[src/rtl/comparador_serial_di.sv]
// Bit-serial LSB-to-MSB magnitude comparator with valid/ready handshakes on input and result.
// Define COMPARADOR_FIRMADO_EN to compare the operands as two's complement values.
module comparador_serial_di #(
  parameter int K = 8
) (
  input  logic         clk,
  input  logic         rst_n,
  input  logic         ent_valido,
  output logic         ent_listo,
  input  logic [K-1:0] A,
  input  logic [K-1:0] B,
  output logic         sal_valido,
  input  logic         sal_listo,
  output logic         mayor,
  output logic         igual,
  output logic         menor,
  output logic         ocupado
);
  localparam int IW = (K > 1) ? $clog2(K) : 1;
  localparam logic [IW-1:0] IDX_ULT = IW'(K - 1);

  typedef enum logic [1:0] {ESPERA, COMPARA, RESULTADO} estado_t;
  typedef enum logic [1:0] {IGUALES, A_MAYOR, A_MENOR} rel_t;

  estado_t       estado_q, estado_d;
  rel_t          rel_q, rel_d, rel_paso;
  logic [K-1:0]  ra_q, ra_d, rb_q, rb_d;
  logic [IW-1:0] idx_q, idx_d;
  logic          sal_valido_q, sal_valido_d;
  logic          mayor_q, mayor_d, igual_q, igual_d, menor_q, menor_d;
  logic          bit_a, bit_b, ultimo, invierte;

  // Per-bit cell: a differing bit overwrites the relation, so the highest difference wins.
  always_comb begin
    bit_a  = ra_q[idx_q];
    bit_b  = rb_q[idx_q];
    ultimo = (idx_q == IDX_ULT);
`ifdef COMPARADOR_FIRMADO_EN
    invierte = ultimo;
`else
    invierte = 1'b0;
`endif
    rel_paso = rel_q;
    if (bit_a != bit_b) begin
      rel_paso = (bit_a ^ invierte) ? A_MAYOR : A_MENOR;
    end
  end

  always_comb begin
    estado_d     = estado_q;
    rel_d        = rel_q;
    ra_d         = ra_q;
    rb_d         = rb_q;
    idx_d        = idx_q;
    sal_valido_d = sal_valido_q;
    mayor_d      = mayor_q;
    igual_d      = igual_q;
    menor_d      = menor_q;
    case (estado_q)
      ESPERA: begin
        if (ent_valido) begin
          ra_d     = A;
          rb_d     = B;
          idx_d    = '0;
          rel_d    = IGUALES;
          estado_d = COMPARA;
        end
      end
      COMPARA: begin
        rel_d = rel_paso;
        if (ultimo) begin
          mayor_d      = (rel_paso == A_MAYOR);
          igual_d      = (rel_paso == IGUALES);
          menor_d      = (rel_paso == A_MENOR);
          sal_valido_d = 1'b1;
          estado_d     = RESULTADO;
        end else begin
          idx_d = idx_q + IW'(1);
        end
      end
      RESULTADO: begin
        if (sal_listo) begin
          sal_valido_d = 1'b0;
          mayor_d      = 1'b0;
          igual_d      = 1'b0;
          menor_d      = 1'b0;
          estado_d     = ESPERA;
        end
      end
      default: estado_d = ESPERA;
    endcase
  end

  always_ff @(posedge clk or negedge rst_n) begin
    if (!rst_n) begin
      estado_q     <= ESPERA;
      rel_q        <= IGUALES;
      ra_q         <= '0;
      rb_q         <= '0;
      idx_q        <= '0;
      sal_valido_q <= 1'b0;
      mayor_q      <= 1'b0;
      igual_q      <= 1'b0;
      menor_q      <= 1'b0;
    end else begin
      estado_q     <= estado_d;
      rel_q        <= rel_d;
      ra_q         <= ra_d;
      rb_q         <= rb_d;
      idx_q        <= idx_d;
      sal_valido_q <= sal_valido_d;
      mayor_q      <= mayor_d;
      igual_q      <= igual_d;
      menor_q      <= menor_d;
    end
  end

  assign ent_listo  = (estado_q == ESPERA);
  assign ocupado    = (estado_q == COMPARA);
  assign sal_valido = sal_valido_q;
  assign mayor      = mayor_q;
  assign igual      = igual_q;
  assign menor      = menor_q;
endmodule

[config.mk]
export PLATFORM = sky130hd
export DESIGN_NAME = comparador_serial_di
export DESIGN_NICKNAME = d
export VERILOG_FILES = /design/src/rtl/comparador_serial_di.sv
export SDC_FILE = /design/constraint.sdc
export NUM_CORES = 1
export LEC_CHECK = 0
export CAP_MARGIN = 0
export CORE_UTILIZATION = 45
export DETAILED_ROUTE_END_ITERATION = 8
export PLACE_DENSITY = 0.72
export SLEW_MARGIN = 20
export SYNTH_ARGS = -nofsm -noshare
export SYNTH_HDL_FRONTEND = slang
export SYNTH_SLANG_ARGS = --single-unit
[constraint.sdc]
create_clock -name clk -period 1.9 [get_ports clk]
set_clock_uncertainty 0.15 [all_clocks]
set_input_delay 0.475 -clock clk [delete_from_list [all_inputs] [get_ports clk]]
set_output_delay 0.475 -clock clk [all_outputs]
set_load 0.01 [all_outputs]
### Word-level counts from Yosys, hierarchy flattened

Index checks and enable logic that the tools add are counted.

| storage, ports and cells | value |
|---|---|
| input port bits | 20 |
| bits in registers | 27 |
| word-level logic and storage cells | 54 |
| output and inout port bits | 6 |

| operators by class | value |
|---|---|
| reduce and logical (&&, ||, !) cells | 9 |
| multiplexer cells | 24 |
| equal/unequal tests | 10 |
| $lt $le $gt $ge | 1 |
| add/sub/neg operators | 1 |

Operator list:

| kind | count |
|---|---|
| 2-bit two-way mux | 6 |
| 3-bit AND reduction | 3 |
| 1-bit case mux with 2 select lines | 4 |
| 1-bit two-way mux | 7 |
| 1-bit binary-select mux with 3-bit select | 2 |
| 3-bit two-way mux | 2 |
| 2-bit inequality test (second input constant) | 3 |
| 2-bit case mux with 3 select lines | 1 |
| 3-bit case mux with 2 select lines | 1 |
| 2-bit by 1-bit == test with 1-bit output (second input constant) | 2 |
| 2-bit == test (second input constant) | 2 |
| 2-bit zero test | 2 |
| 3-bit by 4-bit < comparator with 1-bit output (second input constant) | 1 |
| 2-bit case mux with 2 select lines | 1 |
| 2-bit AND reduction | 2 |
| 2-bit nonzero test | 2 |
| 3-bit by 1-bit adder with 3-bit output (second input constant) | 1 |
| 3-bit == test (second input constant) | 1 |
| 2-bit by 1-bit inequality test with 1-bit output (second input constant) | 1 |
| 1-bit inequality test | 1 |

### Depth between registers and ports, before layout

Gate-level depths: netlist of run 1.

| logic depth | value |
|---|---|
| word-level depth | 7 |
| depth in mapped cells | 5 |
| mapped depth without buffers | 5 |

### Worst setup path after synthesis of run 1

OpenSTA, ideal clock, no wires.

| path | value |
|---|---|
| path kind | reg2reg |
| start | register idx_q[0] |
| end | register rel_q[1] |
| data arrival time | 1.759 ns |
| required time | 1.629 ns |
| slack | -0.130 ns |
| buffers on the path | 1 |
| cell stages (with the launch flop) | 6 |
| setup time | 0.121 ns |
| period minus slack after synthesis | 2.030 ns |
| cells stage by stage | dfrtp_1 -> buf_6 -> mux4_2 -> mux2_4 -> maj3_2 -> a22o_1 |

| between the ends | value |
|---|---|
| cells in the longest elaborated chain, start to end | 5 |
| elaborated cells on any way between the ends | 8 |
| those cells by class | 1 x eq/ne; 7 x mux |

RTL lines:

| element | line | RTL |
|---|---|---|
| from (decl) | 28 | `logic [IW-1:0] idx_q, idx_d;` |
| from (signal assigned) | 110 | `idx_q <= idx_d;` |
| 1-bit binary-select mux with 3-bit select (on tied branches) | 35, 36 |  |
| 1-bit two-way mux (on tied branches) | 35, 36 |  |
| 2-bit two-way mux or 1-bit inequality test (tied branches) | 45, 44 |  |
| 2-bit two-way mux * | 44 | `if (bit_a != bit_b) begin` |
| 2-bit case mux with 2 select lines * | 59 | `case (estado_q)` |
| to (signal assigned) | 107 | `rel_q <= rel_d;` |
| to (decl) | 26 | `rel_t rel_q, rel_d, rel_paso;` |

Every way passes the cells marked *; elsewhere a longest branch is shown, timed or not. The select of a mux whose other input is x is not followed.
A chain may end at the register's enable or synchronous reset.

### Worst setup path after layout of run 1

Ends and elaborated chain as after synthesis.

==> reports/results.tsv, run 1 <==
metric	value	unit
syn_inst	90	
cts_tree	yes	
floorplan.initialDensity	49.32	%
synth.cell_area	0.001266	mm²
crit_path_max_incr_delay	510	ps
outcome	finished, violations left	
slowest_stage	mux4_2	
antenna_left	0	
remaining_drc_errors	0	
final.period_utilization	106.1	%
yosysTopAreaCell	dfrtp_1	
crit_fanout	5	
dieHeight	55.05	µm
crit_family	multiplexers	
total_leakage_power	0.7715	nW
rows	18	
powerDensity	1700	mW/mm²
crit_chain	mux4_2 > mux2_4 > maj3_2 > a22o_1	
fin_setup_tns	-365.2	ps
async_reset_ff_share	100.0	%
area_delta_synth_final	33.50	%
yosysTopAreaCellShare	53.36	%
cts_buffers	3	
ctsHoldBuffers	0	
rsz0062_at_grt	yes	
design_area	0.001690	mm²
start_kind	flop	
ir_worst_vdd	1.086	mV
grt_pass1_vias	886	
yosysUniqueCellTypes	27	
path_buf_inv	0	
hold_path.class	flop to flop	
synth_seq_cells	27	
cts_max_level	1	
worst_hold_slack	352.9	ps
grt_util_all_layers	17.54	%
finalCriticalPeriod	2015	ps
nNetsFinal	153	
dpl.hpwl	1633	µm
setup_ws	-115.4	ps
fin_util	65.84	%
syn_avg_cell_area	14.07	µm²
overflow	0	
ys.flop_type	dfrtp_1	
clk_latency	330	ps
dr.first_iter.drc_count	4	
finalNonFillerCells	160	
viasPerCell	5.306	
synth_warnings	0	
port_buffers	25	
dp_cells	151	
clockRootBuffer	clkbuf_4	
synth_edf_count	0	
cp.arrival	2100	ps
place_area	0.001614	mm²
violations	setup timing	
pre_cts_ws	-172.4	ps
layout-drive-gt1-share	36.15	%
ys_top_cells_by_area	dfrtp_1 53%, mux2_2 15%, mux4_1 4.2%, mux4_2 3.6%, a22o_1 2.8%	
crit_required	1990	ps
grt_max_degree	28	
cap_violations	0	
num_vias	849	
hold_viol_final	0	
worstMarginPinSlew	325.0	ps
die_x	55.05	µm
core	0.002567	mm²
clk_pin_slew_worst_paths	140	ps
detail_route.wl_per_cell	13.39	µm
grt_pass1_wl	3594	µm
clock_sinks	27	
gp_congestion	0.7379	
setup_viol	5	
finalPower	2.873	mW
ioPinCount	26	
first_pass_iters	2	
maxSlewHeadroom	78.23	%
synth.net_count	112	
ff2ff_setup_slack	-120	ps
worstSetupPathType	flop to flop	
cp-end-kind	flop	
antenna_found_initial	0	
yosysMostFrequentCell	dfrtp_1	
n_antenna_cell	0	
dieArea	0.003030	mm²
maxSlewViolCount	0	
synth_top_cells_by_count	27 x dfrtp_1, 17 x mux2_2, 5 x nor2_1	
clockBufferDepth	2	
yosysSeqAreaShare	53.36	%
fmax	496.2	MHz
wirelength	2143	µm
-- logic make-up after synthesis --
group | count (synthesis) | share of synthesized area, %
flip-flops | 27 | 53.36
AND/OR/NAND/NOR | 17 | 6.621
adder cells (fa/ha/maj) | 5 | 4.545
AO/OA/AOI/OAI | 11 | 6.917
multiplexers | 23 | 25.79
buffers and inverters | 7 | 2.766
-- where the power goes --
part	internal [mW]	switching, mW	leakage, nW
combinational	0.989	0.566	0.432
sequential	0.858	0.209	0.326
clock	0.0807	0.171	0.0139
-- metal layers --
layer	wire length [µm]	track usage, %	vias up
li1	-	-	410
met1	907	18.77	417
met2	1133	33.13	18
met3	75	2.459	4
met4	27	8.750	0
met5	0	0	-
-- area by class of cell --
class	count	area, µm²
inverter	4	15.01
clock buffer	3	22.52
sequential	27	676.9
fill	205	877.1
timing repair buffer	39	367.9
multi-input combinational	56	563.0
tap	30	37.54
clock inverter	1	7.507
-- path summary, 6_finish.rpt --
kind,startpoint,end,cells after the start
min,igual,igual,1
max,idx_q[0],rel_q[1],4
max in group asynchronous,rst_n,idx_q[0],2
max reg2reg,idx_q[0],rel_q[1],4
min reg2reg,igual,igual,1
min in group asynchronous,rst_n,menor,2
-- repair_timing --
action,CTS,global route
resized for setup,8,5
setup endpoints to repair,8,10
pin swaps,3,0
setup buffers,5,0
-- cells in the final DEF (no fill, tap or decap), types with 2 or more instances in the layout --
cell type / instances
maj3_2: 2
a22o_1: 4
buf_4: 13
dlygate4sd2_1: 2
dlymetal6s2s_1: 3
dfrtp_1: 26
clkdlybuf4s50_1: 19
ha_1: 2
mux2_2: 17
inv_1: 4
a21oi_1: 2
and2_1: 3
nand2b_1: 2
nand2_1: 2
mux4_2: 3
nor3_1: 2
nor2_1: 4
clkbuf_4: 3
-- flip-flops by register name (all words and copies together), names as in the netlist --
register	flops
ra_q	8
rb_q	8
idx_q	3
estado_q	2
rel_q	2
igual	1
mayor	1
menor	1
sal_valido	1
Power figures use the tool's default switching activity.
==> run 2, diff against run 1 <==
--- a/config.mk
+++ b/config.mk
@@ -8,6 +8,7 @@
 export CAP_MARGIN = 0
 export CORE_UTILIZATION = 45
 export DETAILED_ROUTE_END_ITERATION = 8
+export GPL_ROUTABILITY_DRIVEN = 0
 export PLACE_DENSITY = 0.72
 export SLEW_MARGIN = 20
 export SYNTH_ARGS = -nofsm -noshare
==> results of run 2 <==
The final DEF is identical to that of run 1; final timing and power are the same.
==> variant, RTL diff (settings of run 1) <==
The parameter `K` goes from 8 to 16.
--- a/src/rtl/comparador_serial_di.sv
+++ b/src/rtl/comparador_serial_di.sv
@@ -1,7 +1,7 @@
 // Bit-serial LSB-to-MSB magnitude comparator with valid/ready handshakes on input and result.
 // Define COMPARADOR_FIRMADO_EN to compare the operands as two's complement values.
 module comparador_serial_di #(
-  parameter int K = 8
+  parameter int K = 16
 ) (
   input  logic         clk,
   input  logic         rst_n,
Interface: changed (resized A and B); port bits go from 26 to 42. The function was not compared with the original's and may differ.
==> variant against run 1 <==
  * The run still ends with negative setup slack left
  * Highest routed layer unchanged
  * Power rose by 57%
  * Sequential cell count rose by 17
  * Worst setup slack got worse by 0.046 ns
  * Cell area rose by 66%
  * Routed wire length rose by 96%
  * Combinational power rose by 30%
  * Non-clock buffer count rose by 17
  * Area after synthesis rose by 66%
  * First-iteration DRC count rose to 22 times the old value
  * Die area rose by 63%
==> variant: results (changes against run 1) <==
metric	value	unit	change
peak supply drop	612.5	uV	-44%
first-pass GRT wire length	7534	um	+110%
# port buffers	41		+64%
vias in the first global route	1670		+88%
Setup-failing EPs final	5		unchanged
Initial DRC Count	88		+84
Max Fanout on Critical Path	7		+2
Vias	1623		+91%
Finished Layout Cells	323		+100%
Seq/Total Area, Yosys	52.41	%	-0.95 points
GR Util All Layers	19.63	%	+2.1 points
DRT Pass-1 Iters	4		+2
worst slew pin tran	0.4799	ns	+0.1549 ns
Sum Neg Setup Slack	-0.6304	ns	-0.2651 ns
Synth Area in Adders	2.621	%	-1.9 points
largest registers	ra_q (16), rb_q (16), idx_q (4)		
met1 usage in global routing	25.98	%	+7.2 points
status	finished with violations		
Reg clk slew, reported paths	0.08	ns	-0.06 ns
Synth cell types	28		+3.7%
Post-Route WL	4202	um	+96%
M2 GR Usage	31.53	%	-1.6 points
GRT met3 Usage	4.762	%	+2.3 points
Synth Area in Compound Gates	3.157	%	-3.8 points
failing checks	negative setup slack		
nets	308		+100%
syn avg cell area	9.593	sq um	-32%
met3 routed WL	155	um	+110%
Synth area leaders	dfrtp_1 52%, nand2_1 20%, mux4_2 5.4%		
final worst setup slack	-0.1610	ns	-0.04556 ns
layout cells sized above 1	17.71	%	-18 points
wire length on met2	2003	um	+77%
Skew-Pair Late Insertion Delay	0.30	ns	-0.03 ns
post-synthesis mux area share	9.113	%	-17 points
root buffer cell	clkbuf_8		
wire length on met1	1982	um	+120%
DP Area	2629	sq um	+63%
## variant: kinds of logic (layout without fill, tap and decap cells)
kind of cell / count (synthesis) / in the layout
AOI/OAI and AO/OA: 9 / 9
xor gates and xnor gates: 3 / 3
DFF: 44 / 44
adders and majority gates: 5 / 5
buffers and inverters: 11 / 63
muxes: 8 / 8
and+or+nand+nor: 139 / 139
## variant: worst max-delay path, cell delays in order (launching register included)
cell and delay, ns:
dfrtp_1 0.40, buf_12 0.14, mux4_2 0.51, nand2_2 0.12
nand4_4 0.10, maj3_2 0.31, a22o_1 0.21
## variant: area by class of cell
| type | count | area [sq um] |
|---|---|---|
| Clock inverter | 2 | 60.06 |
| Sequential cell | 44 | 1101 |
| Clock buffer | 5 | 68.82 |
| Multi-Input combinational cell | 164 | 954.7 |
| Fill cell | 392 | 1609 |
| Tap cell | 52 | 65.06 |
| Timing Repair Buffer | 56 | 555.5 |
## variant: path summary, 6_finish.rpt
path / cells past startpoint / slack [ns] / endpoint / startpoint
min in group asynchronous: 2 / 0.51 / sal_valido / rst_n
max in group asynchronous: 3 / 0.59 / ra_q[11] / rst_n
min reg2reg: 2 / 0.33 / ra_q[4] / ra_q[4]
min: 2 / 0.33 / ra_q[4] / ra_q[4]
max: 6 / -0.16 / rel_q[0] / idx_q[1]
max reg2reg: 6 / -0.16 / rel_q[0] / idx_q[1]
## variant: what timing repair did
| item | 4_1_cts | 5_1_grt |
|---|---|---|
| hold endpoints to repair | 18 | 0 |
| pin swaps | 9 | 6 |
| endpoints found under the setup margin | 7 | 5 |
| resized for setup | 11 | 1 |
| hold buffers | 1 | 0 |
| setup buffers | 1 | 1 |
## variant: report_power, final
part           internal, mW  switching, mW
Combinational          1.11          0.905
Sequential             1.36          0.320
Clock                 0.517          0.312
